File: config.mk
export PLATFORM = sky130hd
export DESIGN_NAME = jt51_float_ser
export DESIGN_NICKNAME = d
export VERILOG_FILES = /design/src/rtl/jt51_float_ser.sv
export SDC_FILE = /design/constraint.sdc
export NUM_CORES = 1
export LEC_CHECK = 0
export CORE_MARGIN = 2
export CORE_UTILIZATION = 54
export DETAILED_ROUTE_END_ITERATION = 8
export MAX_ROUTING_LAYER = met4
export PLACE_DENSITY = 0.83
export SYNTH_ARGS = -nofsm -noshare
export SYNTH_HDL_FRONTEND = slang
export SYNTH_SLANG_ARGS = --single-unit
File: constraint.sdc
create_clock -name clk -period 4.3 [get_ports clk]
set_input_delay 1.075 -clock clk [delete_from_list [all_inputs] [get_ports clk]]
set_output_delay 1.075 -clock clk [all_outputs]
set_load 0.01 [all_outputs]
File: src/rtl/jt51_float_ser.sv
// jt51_float_ser: serialises a stereo 16-bit pair as 3-bit-exponent/10-bit-mantissa floats
module jt51_float_ser (
    input  logic        clk,
    input  logic        rst,
    input  logic        cen,
    input  logic        sample,
    input  logic [15:0] left,
    input  logic [15:0] right,
    output logic        so,
    output logic        sh1,
    output logic        sh2
);
    logic [4:0]  r_ct;
    logic        r_first;
    logic [15:0] r_left, r_right, r_sl, r_sr;
    logic        w_load;
    logic [4:0]  w_ct_nx;
    logic [15:0] w_wl, w_wr, w_word;

    // word = {e, m, 3'b0}; e is the smallest 1..7 leaving x[15:8+e] as pure sign
    function automatic logic [15:0] f_enc(input logic [15:0] x);
        logic [2:0]  e;
        logic [15:0] t;
        e = 3'd7;
        for (int k = 7; k >= 1; k--) begin
            t = 16'($signed(x) >>> (8 + k));
            if (t == '0 || t == '1) e = 3'(k);
        end
        t = x >> (e - 3'd1);
        return {e, t[9:0], 3'b000};
    endfunction

    // The first enabled edge after reset acts as a frame load, so the frame starts at slot 0
    always_comb begin
        w_load  = r_first || r_ct == 5'd31;
        w_ct_nx = r_first ? 5'd0 : r_ct + 5'd1;
        w_wl    = w_load ? f_enc(sample ? left : r_left) : r_sl;
        w_wr    = w_load ? f_enc(sample ? right : r_right) : r_sr;
        w_word  = w_ct_nx[4] ? w_wr : w_wl;
    end

    // Holding registers follow sample every clk; slot state and outputs advance on cen
    always_ff @(posedge clk) begin
        if (rst) begin
            r_ct    <= '0;
            r_first <= 1'b1;
            r_left  <= '0;
            r_right <= '0;
            r_sl    <= '0;
            r_sr    <= '0;
            so      <= 1'b0;
            sh1     <= 1'b0;
            sh2     <= 1'b0;
        end else begin
            if (sample) begin
                r_left  <= left;
                r_right <= right;
            end
            if (cen) begin
                r_ct    <= w_ct_nx;
                r_first <= 1'b0;
                r_sl    <= w_wl;
                r_sr    <= w_wr;
                so      <= w_word[w_ct_nx[3:0]];
                sh1     <= !w_ct_nx[4] && w_ct_nx[3:0] >= 4'd13;
                sh2     <= w_ct_nx[4] && w_ct_nx[3:0] >= 4'd13;
            end
        end
    end
endmodule
# Yosys cells after proc, flatten, opt, wreduce, memory -nomap -nowiden
# Index checks and enable logic that the tools add are counted.
[totals]
reg_bits = 73
latchBits = 0
mem_bits_rw = 0
mem_bits_ro = 0
inputBits = 36
out_inout_bits = 3
wordCells = 77
n_memories = 0
[classes]
add_sub_neg = 3
multipliers = 0
n_div = 0
order_cmp = 2
n_eq_ne = 13
shifts = 2
muxes = 20
bitwise_logic = 0
n_reduce_logical = 28
[op_table]
columns = ["op", "n"]
rows = [
  ["equality test 16 bit (second input constant)", 12],
  ["logical NOT 16 bit", 12],
  ["two-way mux 16 bit", 5],
  [">> shifter 16 x 3 -> 10 bit", 2],
  ["two-way mux 3 bit", 6],
  ["logical OR 1 bit", 13],
  ["two-way mux 2 bit", 4],
  ["subtractor 3 x 1 -> 3 bit (second input constant)", 2],
  ["adder 5 x 1 -> 5 bit (second input constant)", 1],
  ["equality test 5 bit (second input constant)", 1],
  ["less-than comparator 4 x 5 -> 1 bit (second input constant)", 1],
  ["two-way mux 5 bit", 1],
  ["binary-select mux 1 bit (select 4 bit)", 1],
  [">= comparator 4 bit (second input constant)", 1],
  ["two-way mux 1 bit", 3],
  ["logical AND 1 bit", 2],
  ["logical NOT 1 bit", 1],
]

# Logic depth before layout (Yosys ltp)
[depth]
ltp_word = 15
depth_mapped = 20
ltp_nobuf = 14

# Worst setup path after synthesis
# No wires, ideal clock.
[synth_path]
path_type = "in2reg"
from = "in sample"
to = "reg so"
setup_time_ns = 0.093
t_arrival_ns = 4.391
slack_ns = -0.184
cell_stages = 19
path_buffers = 6
cell_sequence = "buf_6 buf_12 buf_6 buf_4 buf_2 mux2i_1 inv_1 ha_1 inv_1 o211a_1 o22ai_2 or3_1 clkbuf_1 a211oi_1 a211oi_1 o41ai_1 nor4_1 a31o_1 o311ai_2"
[synth_between]
elab_chain_len = 15
[synth_rtl]
columns = ["element", "line_no", "text"]
rows = [
  ["start: declaration", "6", "input logic sample,"],
  ["two-way mux 16 bit", "--", ""],
  ["equality test 16 bit or logical NOT 16 bit (tied branches)", "27", "if (t == '0 || t == '1) e = 3'(k);"],
  ["logical OR 1 bit", "27", ""],
  ["two-way mux 1 bit", "27", ""],
  ["two-way mux 2 bit (2 in a row)", "27", ""],
  ["two-way mux 3 bit (3 in a row)", "27", ""],
  ["subtractor 3 x 1 -> 3 bit", "29", "t = x >> (e - 3'd1);"],
  [">> shifter 16 x 3 -> 10 bit", "29", ""],
  ["two-way mux 16 bit, on equally long branches", "37, 38", ""],
  ["two-way mux 16 bit *", "39", "w_word = w_ct_nx[4] ? w_wr : w_wl;"],
  ["binary-select mux 1 bit (select 4 bit) *", "64", "so <= w_word[w_ct_nx[3:0]];"],
  ["two-way mux 1 bit (implied by the code) *", "64", ""],
  ["end signal: assignment", "64", ""],
  ["end: declaration", "9", "output logic so,"],
]
# Mark *: on every way between the ends. The rest lies on a longest branch, timed or not. The select of a mux whose other input is x is not followed.
# A chain may end at the register's enable or synchronous reset.

# Worst setup path after layout
[layout_path]
from = "in right[15]"
to = "reg so"
[layout_between]
elab_chain_len = 15
[layout_rtl]
columns = ["element", "line_no", "text"]
rows = [
  ["start: declaration", "8", "input logic [15:0] right,"],
  ["two-way mux 16 bit *", "--", ""],
  ["equality test 16 bit or logical NOT 16 bit (tied branches)", "27", ""],
  ["logical OR 1 bit", "27", ""],
  ["two-way mux 1 bit", "27", ""],
  ["two-way mux 2 bit (2 in a row)", "27", ""],
  ["two-way mux 3 bit (3 in a row)", "27", ""],
  ["subtractor 3 x 1 -> 3 bit", "29", ""],
  [">> shifter 16 x 3 -> 10 bit", "29", ""],
  ["two-way mux 16 bit *", "38", "w_wr = w_load ? f_enc(sample ? right : r_right) : r_sr;"],
  ["two-way mux 16 bit *", "39", ""],
  ["binary-select mux 1 bit (select 4 bit) *", "64", ""],
  ["two-way mux 1 bit (implied by the code) *", "64", ""],
]
# Marks and branches as above.

==> flow_summary.toml <==
[run_status]
status = "complete, no violations"

[global_routing]
grt_overflow = 0
grt_pass1_vias = 5382
grt_max_degree = 66
grt_pass1_wl_mm = 26.88
grt.total_usage_pct = 30.85
antenna_found_initial = 0

[die]
start_util_pct = 55.89
die_width_um = 105.0
ios = 39
core_area_um2 = 9864
die_height_um = 105.0
die-area_um2 = 11030
core.rowCount = 36

[placed_design]
dpl.hpwl_mm = 12.10
gp_congestion = 0.9856
portBuffers = 38

[yosys]
ys_top_cells_by_area = "dfxtp_1 (27%), mux2i_1 (9.4%), nor2_1 (6.3%)"
yosysTopAreaCell = "dfxtp_1"
yosysSeqAreaShare_pct = 26.51
synthFlopType = "dfxtp_1"
netlist_instances = 679
ys_warn_count = 0
yosysMostFrequentCell = "nor2_1"
synth-edff-count = 0
synth_common_cells = "nor2_1 (92), dfxtp_1 (73), nand2_1 (71)"
synth_cell_types = 88
syn_area_per_cell_um2 = 8.119
syn_nets = 721
async_flop_share_pct = 0
synth_top_area_share_pct = 26.51
synth_area_um2 = 5513
synth-seq-cells = 73

[detailed_routing]
drt-initial-drc-count = 458
antenna_left = 0
wl_mm = 16.05
dr.pass1.iters = 6
vias_per_cell = 6.291
wl_per_cell_um = 18.34
drcViolationCount = 0
via_count = 5505

[setup_path]
crit_type = "primary input to register"
cp-start-kind = "primary input"
path_max_fanout = 6
r2r_slack_ns = 1.07
r2r-end = "so"
r2r_cells = 13
critPathCaptureType = "register"
r2r-start = "r_right[14]"
cp.required_ns = 4.53
cp_data_arrival_time_ns = 4.29

[min_path]
hp-start = "r_sl[4]"
hp-class = "register to register"
whs_path_depth = 2
min_to = "r_sl[4]"

[timing]
min_period_over_period_pct = 94.30
drv_slew = 0
rsz0062_at_grt = "no"
finClkSkew_ns = 0.01276
finalHoldViolCount = 0
fin_crit_ns = 4.055
setup_violations = 0
relSlewSlack_pct = 46.18
max_freq_mhz = 246.6
tightest_slew_ns = 0.8073
setup_tns_ns = 0
holdWs_ns = 0.4610

[clock_tree]
cts_tree = "done"
cts-hold-fix-buffers = 0
cts.clk_slew.worst_paths_ns = 0.08
post_cts_buffers = 0
cts_sinks = 73
insertion_delay_ns = 0.36
cts.path.max_buffers = 2
cts_buffers = 9
root_buffer = "clkbuf_8"
post_cts_resized = 0
htree_num_levels = 3

[final_layout]
area_delta_synth_final_pct = 16.21
final_util_pct = 64.94
layout-drive-gt1-share_pct = 18.60
antenna_cells = 0
final_nets = 779

[power]
total_power_w = 0.002120
power-per-cell-area_nw_per_um2 = 331.0
ir_drop_mv = 0.1836
leakage_nw = 2.528

[flow_run]
cap_violations = 0
## critical path, cell delays in order
cell             delay (ns)
clkdlybuf4s50_1        0.60
mux2i_4                0.12
ha_1                   0.31
a21oi_1                0.22
a22o_1                 0.24
o21ai_2                0.14
a21oi_2                0.23
buf_4                  0.19
nand2_1                0.06
a311oi_1               0.48
nor4_1                 0.19
o2bb2ai_1              0.17
a31o_1                 0.17
o311ai_2               0.09
## logic make-up (layout without fill, tap and decap cells)
kind of cell             after synthesis  in the layout  synth area share (%)
flip-flops                            73             73                 26.51
AO/OA/AOI/OAI                        197            197                 26.42
AND/OR/NAND/NOR                      261            261                 22.29
XOR/XNOR                               2              2                0.3178
multiplexers                          81             81                 17.45
adder cells (fa/ha/maj)                6              6                 1.362
buffers and inverters                 59            122                 5.651
## final cells by class
cell class	count	area, um2
clock buffer	10	137.6
clock inverter	6	42.54
fill	820	3458
inverter	14	52.55
multi-input combinational	547	3755
sequential	73	1461
tap	133	166.4
timing repair buffer	92	790.8
## stage by stage
step	cell area, um2	instances	setup WS, ns
2_1_floorplan	5534	679	0.02973
3_3_place_gp	6226	859	0.04220
3_5_place_dp	6226	859	0.0001776
4_1_cts	6406	875	0.3556
5_1_grt	6406	875	0.04347
6_report	6406	875	0.2451
## worst max-delay path by stage
stage               cells after the start  end  slack, ns  startpoint
floorplan                              19   so       0.03      sample
detailed placement                     14   so     0.0002   right[15]
finish                                 14   so       0.25   right[15]
global route                           11   so       0.04    left[15]
CTS                                    14   so       0.36   right[15]
global placement                       14   so       0.04   right[15]
## metal layers
layer / share of wire (%) / up-vias / global-route usage [%]
met5: 0 / - / -
met4: 3.1 / 0 / 13.33
met3: 5.7 / 40 / 4.554
met2: 51 / 218 / 51.39
met1: 41 / 2613 / 37.12
li1: - / 2634 / -
## cells in the final DEF, fill, tap and decap left out, drive strengths merged, types with 7 or more instances in the layout
| cell | n |
|---|---|
| a211oi | 22 |
| clkdlybuf4s50 | 36 |
| clkbuf | 10 |
| o21a | 7 |
| dfxtp | 73 |
| buf | 56 |
| nand3 | 27 |
| and3 | 13 |
| a21oi | 60 |
| nand2 | 72 |
| o211ai | 12 |
| mux2 | 16 |
| or3 | 8 |
| a22oi | 8 |
| inv | 14 |
| mux2i | 59 |
| nor3 | 15 |
| o21ai | 28 |
| nor2 | 92 |
| a31oi | 8 |
## sequential cells by signal, indices dropped and copies added (netlist names)
name     cells
r_left      16
so           1
sh2          1
r_sl        16
r_first      1
sh1          1
r_right     16
r_sr        16
r_ct         5
## power by group
group          internal (W)  switching (W)  leakage [nW]  total (W)
registers          0.000723      0.0000352         0.599   0.000758
logic              0.000369       0.000496          1.84   0.000865
clock network      0.000226       0.000271        0.0887   0.000497
(Power assumes the default switching activity.)
